==> src/rtl/arb7_pkg.sv <==
// Shared definitions for the 7-requester round-robin scheduler.
//   NUM_REQ : number of requesters feeding the shared 7:1 mux
//   SEL_W   : width of the mux select / requester index
//   state_t : scheduler FSM states
package arb7_pkg;

  localparam int NUM_REQ = 7;
  localparam int SEL_W   = 3;

  typedef enum logic {
    IDLE = 1'b0,
    BUSY = 1'b1
  } state_t;

endpackage

==> src/rtl/rr_pick7.sv <==
// Combinational round-robin picker for 7 requesters.
// Searches start+1, start+2, ... modulo 7; the start index itself is tried
// last, so a lone requester sitting on the start index is still found.
//   req   [6:0] : request vector
//   start [2:0] : last-served index (0..6)
//   found       : some request bit is set
//   idx   [2:0] : first requester found (0..6), 0 when none
module rr_pick7
  import arb7_pkg::*;
(
  input  logic [NUM_REQ-1:0] req,
  input  logic [SEL_W-1:0]   start,
  output logic               found,
  output logic [SEL_W-1:0]   idx
);

  logic [SEL_W-1:0] cand;

  // Walk from the farthest candidate back to the nearest so the nearest
  // hit is the one left standing.
  always_comb begin
    found = 1'b0;
    idx   = '0;
    cand  = '0;
    for (int i = NUM_REQ; i >= 1; i--) begin
      cand = SEL_W'((int'(start) + i) % NUM_REQ);
      if (req[cand]) begin
        found = 1'b1;
        idx   = cand;
      end
    end
  end

endmodule

==> src/rtl/arb7_rr_sched.sv <==
// Round-robin scheduler driving the select of a shared 7:1 mux.
// A grant is held while the owner keeps its request high; when it drops,
// the next requester (searching past the old owner) is granted on the same
// edge with no idle gap. All outputs are registered.
// Optional feature: define ARB7_RR_SCHED_TIMEOUT_EN to compile in a hold
// counter that forcibly revokes a grant after MAX_HOLD cycles and pulses
// timeout for one cycle.
//   clk       : clock, rising edge
//   rst_n     : synchronous active-low reset
//   req [6:0] : per-requester request
//   gnt [6:0] : one-hot grant, zero when idle
//   sel [2:0] : index of the granted requester, keeps last value when idle
//   sel_valid : a grant is active
//   timeout   : one-cycle pulse on forced revocation
module arb7_rr_sched
  import arb7_pkg::*;
#(
  parameter int MAX_HOLD = 30
) (
  input  logic               clk,
  input  logic               rst_n,
  input  logic [NUM_REQ-1:0] req,
  output logic [NUM_REQ-1:0] gnt,
  output logic [SEL_W-1:0]   sel,
  output logic               sel_valid,
  output logic               timeout
);

  state_t               state_q, state_nxt;
  logic [SEL_W-1:0]     ptr_q, ptr_nxt;
  logic [NUM_REQ-1:0]   gnt_nxt;
  logic [SEL_W-1:0]     sel_nxt;
  logic                 sel_valid_nxt;
  logic                 timeout_nxt;
  logic                 new_grant;
  logic                 release_gnt;
  logic                 forced;
  logic                 move;
  logic [SEL_W-1:0]     pick_start;
  logic                 pick_found;
  logic [SEL_W-1:0]     pick_idx;

  // While busy the search starts just past the current owner, which is
  // also the value the pointer takes on the handover edge.
  assign pick_start = (state_q == BUSY) ? sel : ptr_q;

  rr_pick7 u_pick (
    .req   (req),
    .start (pick_start),
    .found (pick_found),
    .idx   (pick_idx)
  );

  assign release_gnt = (state_q == BUSY) && !req[sel];

`ifdef ARB7_RR_SCHED_TIMEOUT_EN
  localparam int CNT_W = $clog2(MAX_HOLD + 1);

  logic [CNT_W-1:0] hold_cnt_q;
  logic [CNT_W-1:0] hold_cnt_inc;

  // The first busy cycle is count 0, so the owner sees MAX_HOLD cycles of
  // grant before the revoking edge.
  assign hold_cnt_inc = hold_cnt_q + CNT_W'(1);
  assign forced = (state_q == BUSY) && req[sel] && (hold_cnt_inc == CNT_W'(MAX_HOLD));

  always_ff @(posedge clk) begin
    if (!rst_n)
      hold_cnt_q <= '0;
    else if (new_grant)
      hold_cnt_q <= '0;
    else if (state_q == BUSY)
      hold_cnt_q <= hold_cnt_inc;
  end
`else
  logic [31:0] unused_max_hold;

  assign unused_max_hold = 32'(MAX_HOLD);
  assign forced = 1'b0;
`endif

  assign move = release_gnt || forced;

  // State register
  always_ff @(posedge clk) begin
    if (!rst_n)
      state_q <= IDLE;
    else
      state_q <= state_nxt;
  end

  // Next-state logic
  always_comb begin
    state_nxt = state_q;
    case (state_q)
      IDLE:    if (pick_found) state_nxt = BUSY;
      BUSY:    if (move && !pick_found) state_nxt = IDLE;
      default: state_nxt = IDLE;
    endcase
  end

  // Next values for the registered outputs and the round-robin pointer
  always_comb begin
    gnt_nxt       = gnt;
    sel_nxt       = sel;
    sel_valid_nxt = sel_valid;
    timeout_nxt   = 1'b0;
    ptr_nxt       = ptr_q;
    new_grant     = 1'b0;
    case (state_q)
      IDLE: begin
        if (pick_found) begin
          gnt_nxt       = NUM_REQ'(1) << pick_idx;
          sel_nxt       = pick_idx;
          sel_valid_nxt = 1'b1;
          new_grant     = 1'b1;
        end
      end
      BUSY: begin
        if (move) begin
          ptr_nxt     = sel;
          timeout_nxt = forced;
          if (pick_found) begin
            gnt_nxt       = NUM_REQ'(1) << pick_idx;
            sel_nxt       = pick_idx;
            sel_valid_nxt = 1'b1;
            new_grant     = 1'b1;
          end else begin
            gnt_nxt       = '0;
            sel_valid_nxt = 1'b0;
          end
        end
      end
      default: begin
        gnt_nxt       = '0;
        sel_valid_nxt = 1'b0;
      end
    endcase
  end

  always_ff @(posedge clk) begin
    if (!rst_n) begin
      gnt       <= '0;
      sel       <= '0;
      sel_valid <= 1'b0;
      timeout   <= 1'b0;
      ptr_q     <= SEL_W'(NUM_REQ - 1);
    end else begin
      gnt       <= gnt_nxt;
      sel       <= sel_nxt;
      sel_valid <= sel_valid_nxt;
      timeout   <= timeout_nxt;
      ptr_q     <= ptr_nxt;
    end
  end

endmodule

==> config.mk <==
export PLATFORM = sky130hd
export DESIGN_NAME = arb7_rr_sched
export DESIGN_NICKNAME = d
export VERILOG_FILES = /design/src/rtl/arb7_pkg.sv /design/src/rtl/rr_pick7.sv /design/src/rtl/arb7_rr_sched.sv
export SDC_FILE = /design/constraint.sdc
export NUM_CORES = 1
export LEC_CHECK = 0
export ABC_AREA = 1
export CORE_MARGIN = 5
export CORE_UTILIZATION = 40
export CTS_CLUSTER_DIAMETER = 50
export CTS_CLUSTER_SIZE = 16
export DETAILED_ROUTE_END_ITERATION = 8
export PLACE_DENSITY_LB_ADDON = 0.08
export SLEW_MARGIN = 30
export SYNTH_ARGS = -nofsm -noshare
export SYNTH_HDL_FRONTEND = slang
export SYNTH_HIERARCHICAL = 1
export SYNTH_SLANG_ARGS = --single-unit
==> constraint.sdc <==
create_clock -name clk -period 6.2 [get_ports clk]
set_input_delay 0.62 -clock clk [delete_from_list [all_inputs] [get_ports clk]]
set_output_delay 0.62 -clock clk [all_outputs]
set_load 0.01 [all_outputs]
---- Word-level counts from Yosys, hierarchy flattened ----
Cells that the tools add are included.
storage, ports and cells
  word-level logic and storage cells ...... 81
  output and inout bits ................... 12
  bits in registers ....................... 15
operators by class
  muxes and demuxes ....................... 44
  shift-type cells ........................ 1
  bitwise logic cells ..................... 1
  divide/modulo/power cells ............... 7
  equal/unequal tests ..................... 2
  order comparisons ....................... 8
  reduce and logical (&&, ||, !) cells .... 6
  add/subtract/negate cells ............... 7
operator list
  cell                   count
  $mod 32x4->32 const B  7
  $lt 3x4->1 const B     8
  $mux 3                 10
  $bmux 1 s3             8
  $mux 7                 3
  $mux 1                 19
  $add 3x3->4 const B    4
  $pmux 7 s2             1
  $add 3x2->4 const B    2
  $shl 1x3->7 const A    1
  $pmux 3 s2             1
  $add 3x1->4 const B    1
  $pmux 1 s2             2
  $reduce_and 2->1       2
  $logic_and 1x1->1      2
  $logic_not 1->1        2
  $ne 2x1->1 const B     1
  $ne 2x2->1 const B     1
  $not 1->1              1

---- Longest topological paths before layout ----
  word-level depth ........................ 16
  depth in mapped cells ................... 33
  gate-level depth less buffers ........... 32

---- Modules after synthesis ----
Netlist, hierarchy kept.
by module, submodules not included
  module         times used  sequential area each (sq um)  area an instance (sq um)  cells each
  rr_pick7       1           0.0                           1724.2                    318
  arb7_rr_sched  1           300.3                         738.2                     111

---- Least setup slack after synthesis ----
No wires, ideal clock.
  kind .................................... register -> register
  start point ............................. reg sel[0]
  end point ............................... reg gnt[5]
  arrival ................................. 4.453 ns
  slack ................................... 1.675 ns
  stages on the path, launching flop included .. 29
  period minus slack after synthesis ...... 4.525 ns
  data required time ...................... 6.128 ns
  cells stage by stage .................... dfxtp_1 > inv_2 > o21ai_0 > buf_4 > inv_2 > ha_1 > inv_1 > ha_1 > ha_1 > inv_1 > nand2_2 > xor2_1 > ha_1 > nand3_2 > nand2_2 > nand2_2 > nand2_2 > nand3_1 > nand2_1 > nand3_1 > nand3_1 > nand2_1 > nand2_1 > nand2_1 > a21oi_1 > inv_1 > nor3_1 > nand3_1 > a21oi_1
on the way
  word-level cells in the longest chain between the ends .. 16
  elaborated cells between the ends (all ways) .. 55
RTL lines
  element                       RTL line                                    source
  from (decl)                   arb7_rr_sched.sv:24                         output logic [SEL_W-1:0] sel,
  from (signal assigned)        arb7_rr_sched.sv:150                        sel <= sel_nxt;
  $mux 3 (*)                    arb7_rr_sched.sv:45                         assign pick_start = (state_q == BUSY) ? sel : ptr_q;
  via pick_start[0]             arb7_rr_sched.sv:39                         logic [SEL_W-1:0] pick_start;
  $add 3x3->4                   rr_pick7.sv:26                              cand = SEL_W'((int'(start) + i) % NUM_REQ);
  $mod 32x4->32                 rr_pick7.sv:26
  $bmux 1 s3                    rr_pick7.sv:27                              if (req[cand]) begin
  $mux 1 (not written as such)  rr_pick7.sv:27
  $mux 3 (6 in a row)           rr_pick7.sv:27
  $mux 3 (*)                    rr_pick7.sv:27
  via pick_idx[2]               arb7_rr_sched.sv:41                         logic [SEL_W-1:0] pick_idx;
  $shl 1x3->7 (*)               arb7_rr_sched.sv:113, arb7_rr_sched.sv:124
  $mux 7                        arb7_rr_sched.sv:123                        if (pick_found) begin
  $mux 7                        arb7_rr_sched.sv:120                        if (move) begin
  $pmux 7 s2 (*)                arb7_rr_sched.sv:110                        case (state_q)
  to (signal assigned)          arb7_rr_sched.sv:149                        gnt <= gnt_nxt;
  to (decl)                     arb7_rr_sched.sv:23                         output logic [NUM_REQ-1:0] gnt,
Mark *: on every way through the listed nets, which the timed path passes. The rest lies on a longest branch. The select of a mux whose other input is x is not followed.
A chain may end at the register's enable or synchronous reset.

---- Final worst setup path ----
  start point ............................. reg sel[0]
  end point ............................... reg gnt[0]
on the way
  elaborated cells between the ends (all ways) .. 55
RTL lines
  element                       RTL line              source
  $mux 3 (*)                    arb7_rr_sched.sv:45
  via pick_start[0]             arb7_rr_sched.sv:39
  $add 3x3->4                   rr_pick7.sv:26
  $mod 32x4->32                 rr_pick7.sv:26
  $bmux 1 s3                    rr_pick7.sv:27
  $mux 1 (not written as such)  rr_pick7.sv:27
  $mux 1 (6 in a row)           rr_pick7.sv:27
  $mux 1 (*)                    rr_pick7.sv:27
  via pick_found                arb7_rr_sched.sv:40   logic pick_found;
  $mux 7                        arb7_rr_sched.sv:123
  $mux 7                        arb7_rr_sched.sv:120
  $pmux 7 s2                    arb7_rr_sched.sv:110
Marked as above.

==> flow_summary.ini <==
[job]
cap_violations = 0

[critical_path]
r2r_slack_ns = 1.20
endpoint_kind = register
cp_max_fo = 22
worstPathRequired_ns = 6.37
arrival_ns = 5.18
r2r-start = sel[0]
startpoint_type = register
critPathKind = register to register
reg2reg_depth = 26
r2r_end = gnt[0]

[logic_synthesis]
syn-num-nets = 459
synth_seq_area_share = 0.1220
synth_top_area_share = 0.1814
ys_warn_count = 6
syn_inst = 429
yosys.area.top_type = nand2_1
synth.distinct_cells = 37
synth_area_mm2 = 0.002462
syn_avg_cell_area_um2 = 5.740
ys_ff_latch = 15
synth.area.top_cells = nand2_1 (18%), dfxtp_1 (12%), nand3_1 (12%)

[floorplan]
fp.coreArea_mm2 = 0.005956
die_w_um = 88.46
start_util = 0.4134
rows = 28
die_h_um = 88.46
num_io_pins = 21
fp.dieArea_mm2 = 0.007825

[timing]
finalHoldViolCount = 0
final.min_clock_period_ns = 5.001
tns_ns = 0
fmax_ghz = 0.1999
setup-violations-final = 0
maxSlewHeadroom = 0.6335
rsz0062_at_grt = false
finalCritPeriodShare = 0.8067
tightest_slew_ns = 0.5439
skew_ns = 0.005166
drv_slew = 0

[clocking]
cts_resized = 0
clk_pin_slew_ns = 0.06
cts_root_buf = clkbuf_8
clock_latency_ns = 0.25
cts.sinks = 15
cts_buffers = 3
hold_buffers = 0
cts.htree.levels = 1
cts_tree = done
cts_setup_buffers = 0
clockBufferDepth = 2

[placed_design]
dp_cells = 520
dp_hpwl_um = 5516
io_buffers = 19
routabilityCongestion = 0.8763

[grt]
grt_pass1_wl_um = 12250
antenna_found_initial = 0
grtUsageTotal = 0.1920
grt_max_degree = 23
first_global_vias = 2773
gr-total-overflow = 0

[detailed_routing]
met1_length_um = 3099
drtIter0Drc = 180
routed_wl_um = 6894
drc = 0
dr_wl_met2_um = 3406
viasPerCell = 5.216
drt_first_pass_iters = 5
wire_per_inst_um = 13.16
top_layer = met4
vias = 2733
postRouteAntennaNets = 0
wl_met3_um = 290

[worst_hold_path]
hold_class = register to register
min_path_cells = 2
min_from = gnt[2]
hold_end = gnt[2]

[finish]
final_common_cell = nand2_1
multiInputGateArea_mm2 = 0.001866
areaGrowthSynthToFinish_pct = 12.45
filler_cell_count = 642
antenna_cells = 0
post_route_cells_drive_above_1_share = 0.1024
nNetsFinal = 480
layout_common_cells = nand2_1 (119), inv_1 (62), nand3_1 (59)
seqCellArea_um2 = 300.3
final-instance-count-excl-fill = 524

[status]
outcome = finished clean
==> critical path, stage by stage, from the launching register on <==
cell,delay [ns]
dfxtp_1,0.48
inv_2,0.10
o21ai_1,0.13
buf_4,0.28
inv_2,0.16
ha_1,0.43
inv_1,0.20
ha_1,0.25
ha_1,0.19
inv_1,0.10
nand2_2,0.08
xor2_1,0.25
ha_1,0.24
nand3_2,0.14
nand3_1,0.17
nand2_2,0.09
nand3_1,0.12
nand3_1,0.14
a21oi_1,0.17
nand3_1,0.09
nor2_1,0.12
nand3_1,0.33
inv_1,0.17
nand2_1,0.06
nand2_1,0.21
nand2_1,0.08
a21oi_1,0.13
==> cells by family (layout without fill, tap and decap cells) <==
logic type               Yosys count  after routing  synth area share
AO/OA/AOI/OAI                     66             66            0.1606
XOR/XNOR                           8              8           0.03455
adder cells (fa/ha/maj)           21             21            0.1067
buffers and inverters             74             94            0.1204
flip-flops                        15             15            0.1220
other                              1              1          0.001523
AND/OR/NAND/NOR                  244            244            0.4543
==> layer usage <==
metal / GRT usage / vias to the layer above
li1: - / 1421
met1: 0.2321 / 1238
met2: 0.3583 / 63
met3: 0.01862 / 11
met4: 0.05357 / 0
met5: 0 / -
==> flip-flops by register name (all words and copies together) (netlist names) <==
name / flops
gnt: 7
state_q: 1
ptr_q: 3
sel_valid: 1
sel: 3
==> worst max path at each step <==
stage                     slack, ns     from     end
after detailed placement       1.25  state_q  gnt[0]
final                          1.20   sel[0]  gnt[0]
after global placement         1.34   sel[0]  gnt[5]
after CTS                      1.22   sel[0]  gnt[0]
after floorplan                1.67   sel[0]  gnt[5]
after global routing           0.60   sel[0]  gnt[6]
==> stage by stage <==
| step | hold slack (ns) | setup slack (ns) | area, um2 | util |
|---|---|---|---|---|
| after global routing | 0.4841 | 0.5991 | 2769 | 0.4649 |
| after floorplan | 0.4292 | 1.675 | 2462 | - |
| final | 0.4608 | 1.199 | 2769 | 0.4649 |
| after global placement | 0.4504 | 1.341 | 2724 | 0.4574 |
| after CTS | 0.4630 | 1.223 | 2769 | 0.4649 |
| after detailed placement | 0.4506 | 1.253 | 2724 | 0.4574 |
==> area by class of cell <==
cell class / count / share of cell area
tap: 75 / 0.03389
sequential: 15 / 0.1084
inverter: 69 / 0.09354
clock buffer: 4 / 0.01627
multi-input combinational: 340 / 0.6737
timing repair buffer: 21 / 0.07411
==> synth_stat cells, drive strengths merged <==
master	instances
o21bai	1
conb	1
a21boi	1
nor2	29
a31o	1
nand3	65
o21a	1
xor2	8
ha	21
inv	68
buf	3
nand3b	1
or2	2
clkbuf	2
o211ai	10
o2111ai	1
nand2	137
dfxtp	15
a21oi	26
clkinv	1
nor3	10
a31oi	1
o21ai	24
Power is not shown: default switching activity piles up to over one toggle a cycle in this logic, so the estimate is an artifact.
